--- src/rtl/keccak_pkg.sv ---
// Shared constants and types for the SHA-3 / SHAKE padding datapath.
package keccak_pkg;

  localparam int unsigned LANE_W = 64;

  localparam logic [7:0] SUFFIX_SHA3  = 8'h06;
  localparam logic [7:0] SUFFIX_SHAKE = 8'h1F;

  // Rate in 64-bit lanes for each mode.
  localparam int unsigned RATE_SHA3_224 = 18;
  localparam int unsigned RATE_SHA3_256 = 17;
  localparam int unsigned RATE_SHA3_384 = 13;
  localparam int unsigned RATE_SHA3_512 = 9;
  localparam int unsigned RATE_SHAKE128 = 21;
  localparam int unsigned RATE_SHAKE256 = 17;

  typedef enum logic [1:0] {
    ACCEPT,
    FULL,
    EXTRA
  } pad_state_t;

endpackage

--- src/rtl/sha3_lane_pad.sv ---
// Combinational per-lane padding: keeps the valid message bytes, drops the
// domain-separation suffix right after them and zeroes the remainder.
// A byte count of 8..15 means the whole lane is message data.
module sha3_lane_pad
  import keccak_pkg::*;
(
  input  logic [LANE_W-1:0] lane,
  input  logic [3:0]        byte_num,
  input  logic [7:0]        suffix,
  output logic [LANE_W-1:0] padded,
  output logic              whole
);

  // Byte-wise select between message byte, suffix and zero (byte 0 at MSBs).
  always_comb begin
    whole  = byte_num[3];
    padded = '0;
    for (int unsigned b = 0; b < 8; b++) begin
      if (whole || (4'(b) < byte_num)) begin
        padded[LANE_W-1-8*b -: 8] = lane[LANE_W-1-8*b -: 8];
      end else if (4'(b) == byte_num) begin
        padded[LANE_W-1-8*b -: 8] = suffix;
      end
    end
  end

endmodule

--- src/rtl/sha3_block_padder.sv ---
// Collects 64-bit message lanes into a rate-sized block and applies the
// SHA-3 multi-rate padding (suffix ... 0x80) to the final block of a message.
module sha3_block_padder
  import keccak_pkg::*;
#(
  parameter int unsigned RATE_WORDS = 17,
  parameter logic [7:0]  SUFFIX     = SUFFIX_SHA3
) (
  input  logic                         clk,
  input  logic                         reset_n,
  input  logic [LANE_W-1:0]            in_data,
  input  logic [3:0]                   in_byte_num,
  input  logic                         in_last,
  input  logic                         in_valid,
  output logic                         in_ready,
  output logic [LANE_W*RATE_WORDS-1:0] out_block,
  output logic                         out_last,
  output logic                         out_valid,
  input  logic                         out_ready
);

  localparam int unsigned IDX_W = (RATE_WORDS > 1) ? $clog2(RATE_WORDS) : 1;
  localparam int unsigned BLK_W = LANE_W * RATE_WORDS;
  localparam logic [IDX_W-1:0] IDX_LAST = IDX_W'(RATE_WORDS - 1);

  pad_state_t        state_q;
  logic [IDX_W-1:0]  idx_q;
  logic [IDX_W-1:0]  idx_next;
  logic [BLK_W-1:0]  block_q;
  logic [BLK_W-1:0]  block_d;
  logic              extra_q;
  logic [LANE_W-1:0] pad_lane;
  logic              pad_whole;
  logic              at_last;
  logic              accept;
  logic              done;

  sha3_lane_pad u_lane_pad (
    .lane     (in_data),
    .byte_num (in_byte_num),
    .suffix   (SUFFIX),
    .padded   (pad_lane),
    .whole    (pad_whole)
  );

  assign in_ready  = (state_q == ACCEPT);
  assign out_valid = (state_q != ACCEPT);
  assign out_block = block_q;

  assign accept   = in_valid && (state_q == ACCEPT);
  assign done     = out_ready && (state_q != ACCEPT);
  assign at_last  = (idx_q == IDX_LAST);
  assign idx_next = idx_q + IDX_W'(1);

  // Next block contents: write the accepted lane, pad the tail on the last
  // lane, or clear / load the pad-only block on a completed handshake.
  always_comb begin
    block_d = block_q;
    if (accept) begin
      for (int unsigned i = 0; i < RATE_WORDS; i++) begin
        if (IDX_W'(i) == idx_q) begin
          block_d[BLK_W-1-LANE_W*i -: LANE_W] = in_last ? pad_lane : in_data;
        end else if (in_last && (IDX_W'(i) > idx_q)) begin
          block_d[BLK_W-1-LANE_W*i -: LANE_W] =
            (pad_whole && (IDX_W'(i) == idx_next)) ? {SUFFIX, {(LANE_W-8){1'b0}}} : '0;
        end
      end
      // A whole last lane in the final slot leaves no room; padding moves
      // to a separate all-pad block instead.
      if (in_last && !(pad_whole && at_last)) begin
        block_d[7:0] = block_d[7:0] | 8'h80;
      end
    end else if (done) begin
      block_d = '0;
      if ((state_q == FULL) && extra_q) begin
        block_d[BLK_W-1 -: LANE_W] = {SUFFIX, {(LANE_W-8){1'b0}}};
        block_d[7:0] = block_d[7:0] | 8'h80;
      end
    end
  end

  // Control FSM, lane index and registered block / out_last.
  always_ff @(posedge clk or negedge reset_n) begin
    if (!reset_n) begin
      state_q  <= ACCEPT;
      idx_q    <= '0;
      block_q  <= '0;
      extra_q  <= 1'b0;
      out_last <= 1'b0;
    end else begin
      block_q <= block_d;
      case (state_q)
        ACCEPT: begin
          if (in_valid) begin
            idx_q <= idx_next;
            if (in_last) begin
              state_q  <= FULL;
              out_last <= !(pad_whole && at_last);
              extra_q  <= pad_whole && at_last;
            end else if (at_last) begin
              state_q  <= FULL;
              out_last <= 1'b0;
              extra_q  <= 1'b0;
            end
          end
        end
        FULL: begin
          if (out_ready) begin
            idx_q <= '0;
            if (extra_q) begin
              state_q  <= EXTRA;
              out_last <= 1'b1;
              extra_q  <= 1'b0;
            end else begin
              state_q  <= ACCEPT;
              out_last <= 1'b0;
            end
          end
        end
        EXTRA: begin
          if (out_ready) begin
            idx_q    <= '0;
            state_q  <= ACCEPT;
            out_last <= 1'b0;
          end
        end
        default: begin
          state_q  <= ACCEPT;
          idx_q    <= '0;
          out_last <= 1'b0;
          extra_q  <= 1'b0;
        end
      endcase
    end
  end

endmodule

--- config.mk ---
export PLATFORM = sky130hd
export DESIGN_NAME = sha3_block_padder
export DESIGN_NICKNAME = d
export VERILOG_FILES = /design/src/rtl/keccak_pkg.sv /design/src/rtl/sha3_lane_pad.sv /design/src/rtl/sha3_block_padder.sv
export SDC_FILE = /design/constraint.sdc
export NUM_CORES = 1
export LEC_CHECK = 0
export CELL_PAD_IN_SITES_DETAIL_PLACEMENT = 1
export CELL_PAD_IN_SITES_GLOBAL_PLACEMENT = 2
export CORE_AREA = 8 8 453 455
export CTS_CLUSTER_DIAMETER = 120
export DETAILED_ROUTE_END_ITERATION = 10
export DIE_AREA = 0 0 461 463
export GPL_TIMING_DRIVEN = 0
export PLACE_DENSITY_LB_ADDON = 0.08
export SYNTH_ARGS = -nofsm -noshare
export SYNTH_HDL_FRONTEND = slang
export SYNTH_HIERARCHICAL = 1
export SYNTH_SLANG_ARGS = --single-unit
--- constraint.sdc ---
create_clock -name clk -period 5.85 [get_ports clk]
set_input_delay 1.17 -clock clk [delete_from_list [all_inputs] [get_ports clk]]
set_output_delay 1.17 -clock clk [all_outputs]
set_load 0.1 [all_outputs]
==> impl_metrics.py, run 1 <==
metrics = {
    "die": {
        "core_area_um2": 198000,
        "ioPinCount": 1164,
        "rows": 164,
        "dieArea_um2": 213000,
        "die_y_um": 463,
        "die_x_um": 461,
        "initial_utilization_pct": 21.0,
    },
    "logic_synthesis": {
        "synth_area_leaders": "dfrtp_1 66%, a22o_1 21%, buf_2 1.9%, mux2i_1 1.6%, clkbuf_1 1.5%",
        "synth-xor-area-share_pct": 0.0390,
        "synth.area.mux_share_pct": 1.93,
        "seq_area_frac_synth_pct": 65.8,
        "synth.yosys.warnings": 6,
        "synth_top_family_by_area": "compound AO/OA/AOI/OAI gates",
        "synth_ff_type": "dfrtp_1",
        "synth.largest_area_cell": "dfrtp_1",
        "synthAdderAreaFrac_pct": 0.270,
        "netlist_area_um2": 41700,
        "postSynthCellCount": 3100,
        "synth_area_per_cell_um2": 13.5,
        "post-synth-top-area-fraction_pct": 65.8,
        "async_reset_ff_share_pct": 100,
        "synthDistinctLibCells": 66,
        "synth_seq_cells": 1097,
        "synth_compound_area_share_pct": 24.5,
        "synth-simple-area-share_pct": 3.72,
        "synth_edf_count": 0,
    },
    "run_status": {
        "status": "complete, but fails checks",
        "failed_checks": "capacitance limit",
    },
    "timing": {
        "worst_slack_ns": 1.26,
        "setup-violations-final": 0,
        "maxSlewHeadroom_pct": 0.450,
        "period_share_pct": 78.5,
        "tns_ns": 0,
        "period_minus_slack_ns": 4.59,
        "skew_ns": 0.0249,
        "rsz0062_at_grt": "false",
        "slew_viol_final": 0,
        "fmax_mhz": 218,
        "hold_violations": 0,
        "worst_slew_pin_slew_ns": 1.49,
    },
    "clock_network": {
        "postCtsHoldBufs": 0,
        "path_clk_slew_ns": 0.06,
        "postCtsSetupBuffers": 0,
        "clock_latency_ns": 0.79,
        "cts_tree": "yes",
        "clockBufferDepth": 3,
        "numCtsBuffers": 142,
        "clock-sinks": 1097,
        "root_buffer": "clkbuf_16",
        "cts_max_level": 4,
        "cts_resized": 0,
    },
    "setup_path": {
        "r2r_cells": 8,
        "crit_required_ns": 4.68,
        "crit_slowest_cell": "clkdlybuf4s50_1",
        "slowest_delay_ns": 1.10,
        "cp_max_fo": 10,
        "end_kind": "output pin",
        "worstSetupStartpoint": "state_q[0]",
        "cp_top_family": "buffers and inverters",
        "r2r-end": "out_block[170]",
        "cp_cell_sequence": "inv_1 > ha_1 > clkbuf_1 > inv_1 > clkdlybuf4s50_1",
        "critPathLaunchType": "register",
        "path_common_cell": "inv_1",
        "cp_data_arrival_time_ns": 3.42,
        "critical_path_class": "register to output pin",
        "r2r_start": "state_q[0]",
        "reg2reg_slack_ns": 1.98,
        "worst-path-buf-inv": 4,
    },
    "global_route": {
        "grt_pass1_vias": 36800,
        "overflow": 0,
        "grt_pass1_wl_um": 355000,
        "antenna_found_initial": 58,
        "grt_max_degree": 167,
        "grt_util_all_layers_pct": 23.9,
    },
    "route": {
        "top_layer": "met5",
        "dr.pass1.iters": 5,
        "dr_wl_met2_um": 126000,
        "antenna_left": 0,
        "vias_per_cell": 4.85,
        "vias": 35100,
        "met3_length_um": 24000,
        "wirelength_um": 264000,
        "drc": 0,
        "wl_per_cell_um": 36.6,
        "wl_met1_um": 106000,
        "drtIter0Drc": 2441,
    },
    "cells_and_area": {
        "fill_cells": 21300,
        "final_common_cell": "clkdlybuf4s50_1",
        "drive_gt1_share_pct": 10.3,
        "nets": 4524,
        "fin_util_pct": 31.4,
        "synthToLayoutAreaGrowth_pct": 49.0,
        "final_cell_mix": "1,159 x clkdlybuf4s50_1, 1,097 x dfrtp_1, 1,011 x a22o_1",
    },
    "min_path": {
        "hold_path.class": "input pin to asynchronous set/reset pin",
    },
    "placed_design": {
        "portBuffers": 1160,
        "place_congestion": 0.809,
        "dp_worst_setup_slack_ns": 0.516,
        "place_hpwl_um": 201000,
    },
    "power": {
        "p_leak_uw": 0.0276,
        "power.density_nw_per_um2": 441,
        "ir_drop_v": 0.000211,
    },
    "run": {
        "max_cap_violations": 1,
    },
}
layer usage:
metal | global-route usage (%) | up-vias
li1 | - | 14500
met1 | 29.1 | 19000
met2 | 39.6 | 1270
met3 | 9.12 | 304
met4 | 6.13 | 50
met5 | 0 | -
through the flow:
stage | area (µm²) | power [µW] | hold slack, ns | std cells
floorplan | 41800 | 14400 | 0.449 | 3112
global placement | 56700 | 18500 | 0.462 | 6928
detailed placement | 57300 | 18600 | 0.473 | 6954
CTS | 62100 | 27800 | 0.345 | 7209
global route | 62100 | 28300 | 0.365 | 7210
finish | 62200 | 27400 | 0.333 | 7225
power by group:
| group | leakage [µW] | switching, µW | internal, µW |
|---|---|---|---|
| Sequential | 0.0152 | 344 | 8100 |
| Combinational | 0.00997 | 8040 | 1840 |
| Clock | 0.00236 | 3660 | 5430 |
| Total | 0.0276 | 12000 | 15400 |
worst max path at each step:
stage	slack, ns	depth (start not counted)	endpoint
6_report	1.26	5	out_valid
5_1_grt	1.10	5	out_valid
4_1_cts	1.14	5	out_valid
3_5_place_dp	0.52	10	out_block[118]
3_3_place_gp	-52.44	1	out_block[457]
2_1_floorplan	2.53	4	out_valid
sequential cells by signal, summed over array words and instances (netlist names):
signal / cells
out_block: 1088
idx_q: 5
state_q: 2
extra_q: 1
out_last: 1
Yosys cell counts (all sizes together), types with 5 or more instances:
library cell     n
a21oi           14
a221o           22
a22o          1011
a22oi            6
a31oi            6
a32o             5
and2             7
and3            11
buf            180
clkbuf         167
dfrtp         1097
ha               9
inv              8
mux2            11
mux2i           68
nand2          147
nand2b          10
nand3           24
nand4            5
nor2            93
nor3             8
nor4b            5
o21ai          130
o31ai            8
or2              5
cell type report:
cell class	count	area, µm²	share of cell area, %
well taps	2656	3320	5.35
plain buffers	347	1520	2.45
clock buffers	215	4250	6.84
flip-flops and latches	1097	27500	44.2
multi-input cells	1660	12800	20.7
repair buffers	1186	12100	19.5
diodes	16	40.0	0.0644
clock inverters	40	548	0.882
inverters	8	30.0	0.0483
logic make-up (layout without fill, tap and decap cells):
kind of cell,count (synthesis),in the layout
and+or+nand+nor,335,335
AOI/OAI and AO/OA,1222,1222
other,2,30
muxes,79,79
adders and majority gates,9,9
DFF,1097,1097
xor gates and xnor gates,1,1
buffers and inverters,355,1796
No activity file was read; power rests on OpenSTA's default activity.
==> run 2: changes to the inputs <==
Settings changed: CORE_AREA 8 8 453 455 to 8 8 449 451, DIE_AREA 0 0 461 463 to 0 0 457 459.
Clock period 5.85 ns to 3.7 ns, I/O delays scaled along.
==> impl_metrics.py, run 2 (synthesis results as in run 1) <==
metrics = {
    "route": {
        "wirelength_um": 262000,
        "dr.pass1.iters": 5,
        "antenna_left": 0,
        "wl_per_cell_um": 36.9,
        "drc": 0,
        "vias_per_cell": 4.92,
        "vias": 35000,
        "drtIter0Drc": 2216,
    },
    "timing": {
        "fmax_mhz": 275,
        "worst_slew_pin_slew_ns": 1.35,
        "period_minus_slack_ns": 3.63,
        "setup-violations-final": 0,
        "hold_violations": 0,
        "skew_ns": 0.0320,
        "slew_viol_final": 0,
        "period_share_pct": 98.2,
        "worst_slack_ns": 0.0655,
        "maxSlewHeadroom_pct": 9.69,
    },
    "die": {
        "initial_utilization_pct": 21.5,
        "core_area_um2": 194000,
        "rows": 162,
        "die_y_um": 459,
        "ioPinCount": 1164,
        "dieArea_um2": 210000,
        "die_x_um": 457,
    },
    "setup_path": {
        "crit_required_ns": 4.41,
        "critical_path_class": "input pin to register",
        "path_common_cell": "clkbuf_1",
        "end_kind": "register",
        "crit_slowest_cell": "clkdlybuf4s50_1",
        "slowest_delay_ns": 0.83,
        "cp_max_fo": 10,
        "cp_top_family": "buffers and inverters",
        "cp_data_arrival_time_ns": 4.34,
        "cp_cell_sequence": "clkdlybuf4s50_1 > or3_1 > clkbuf_1 > clkbuf_1 > nand2_1 > o21ai_0 > mux2i_1 > nor2_2 > buf_2 > a22o_1",
        "critPathLaunchType": "input pin",
        "worst-path-buf-inv": 4,
    },
    "power": {
        "p_leak_uw": 0.0275,
        "switching_share_pct": 44.2,
        "ir_drop_v": 0.000488,
        "seq_power_share_pct": 31.0,
        "internal_power_uw": 24000,
        "power.density_nw_per_um2": 694,
        "clockPowerShare_pct": 32.7,
        "p_comb_share_pct": 36.4,
        "power_switching_uw": 19000,
    },
    "placed_design": {
        "portBuffers": 1160,
        "placed_area_um2": 57100,
        "place_hpwl_um": 200000,
        "place_congestion": 0.804,
        "dp_worst_setup_slack_ns": -1.37,
    },
    "clock_network": {
        "path_clk_slew_ns": 0.07,
        "cts_tree": "yes",
        "clock_latency_ns": 0.79,
        "clockBufferDepth": 3,
        "cts_max_level": 4,
        "clock-sinks": 1097,
        "root_buffer": "clkbuf_16",
        "numCtsBuffers": 141,
    },
    "cells_and_area": {
        "fin_util_pct": 31.9,
        "nets": 4524,
        "drive_gt1_share_pct": 10.9,
        "synthToLayoutAreaGrowth_pct": 48.5,
        "final_common_cell": "clkdlybuf4s50_1",
        "design_area_um2": 61900,
        "final_cell_mix": "1,157 x clkdlybuf4s50_1, 1,097 x dfrtp_1, 1,011 x a22o_1",
        "largest_register_ffs": 1088,
    },
    "global_route": {
        "grtUsageMet2_pct": 40.2,
        "overflow": 0,
        "grt_max_degree": 158,
        "grtUsageMet3_pct": 9.16,
        "grt_busiest_layer": "met2",
        "grt_pass1_wl_um": 353000,
        "grt_util_all_layers_pct": 24.1,
        "met1_usage_pct": 28.7,
        "grt_pass1_vias": 36600,
        "antenna_found_initial": 62,
    },
    "min_path": {
        "hold_path.class": "input pin to register",
    },
    "run_status": {
        "status": "completed",
    },
    "run": {
        "max_cap_violations": 0,
    },
}
[run 2: timing repair]
item | in CTS | in global routing
pin swaps | 0 | 1
hold buffers | 1 | 0
resized for setup | 30 | 29
hold endpoints to repair | 71 | 0
buffers inserted | 0 | 3
setup endpoints to repair | 261 | 171
[run 2: metal layers]
layer / wire length (µm) / vias to the layer above
met5: 305 / -
met4: 9290 / 48
met3: 23000 / 320
met2: 125000 / 1242
met1: 105000 / 18900
li1: - / 14500
[run 2: path summary, 6_finish.rpt]
path	depth (start not counted)	end	slack, ns	from
setup / recovery	10	out_block[244]	0.07	in_byte_num[3]
hold / removal	3	idx_q[2]	0.32	in_valid
setup reg to reg	8	out_block[414]	0.20	state_q[1]
hold reg to reg	2	out_block[608]	0.48	out_block[608]
max in group asynchronous	5	out_block[686]	0.47	reset_n
min in group asynchronous	2	out_block[464]	0.49	reset_n
[run 2: area by class of cell]
class | instances | area (µm²)
Fill cell | 20900 | 132000
Sequential cell | 1097 | 27500
Multi-Input combinational cell | 1660 | 13000
Timing Repair Buffer | 1187 | 12100
Clock buffer | 210 | 4150
Tap cell | 2542 | 3180
Buffer | 347 | 1530
Clock inverter | 40 | 510
Antenna cell | 18 | 45.0
Inverter | 8 | 30.0
[run 2: power groups by stage]
stage | logic (µW) | clock network (µW) | registers, µW
after floorplan | 3600 | 0 | 19200
after global placement | 15600 | 0 | 13600
after detailed placement | 15800 | 0 | 13500
after CTS | 15900 | 14500 | 13300
after global routing | 16200 | 14900 | 13400
final | 15600 | 14100 | 13300
[run 2: per-stage QoR]
| stage | setup TNS (ns) | hold slack, ns | power (µW) | instances |
|---|---|---|---|---|
| after floorplan | 0 | 0.444 | 22800 | 3112 |
| final | 0 | 0.322 | 43000 | 7109 |
| after global placement | - | 0.461 | 29200 | 6814 |
| after detailed placement | -531.68 | 0.473 | 29300 | 6837 |
| after CTS | -0.339 | 0.240 | 43700 | 7088 |
| after global routing | -0.00471 | 0.293 | 44500 | 7091 |
[run 2: worst register-to-register path, stage by stage, from the launching register on]
cell and delay [ns]:
dfrtp_1 0.38, inv_1 0.13, ha_1 0.31, nand2_1 0.32
buf_2 0.38, buf_2 0.29, nor2_1 0.91, buf_2 0.49
a22o_1 0.22
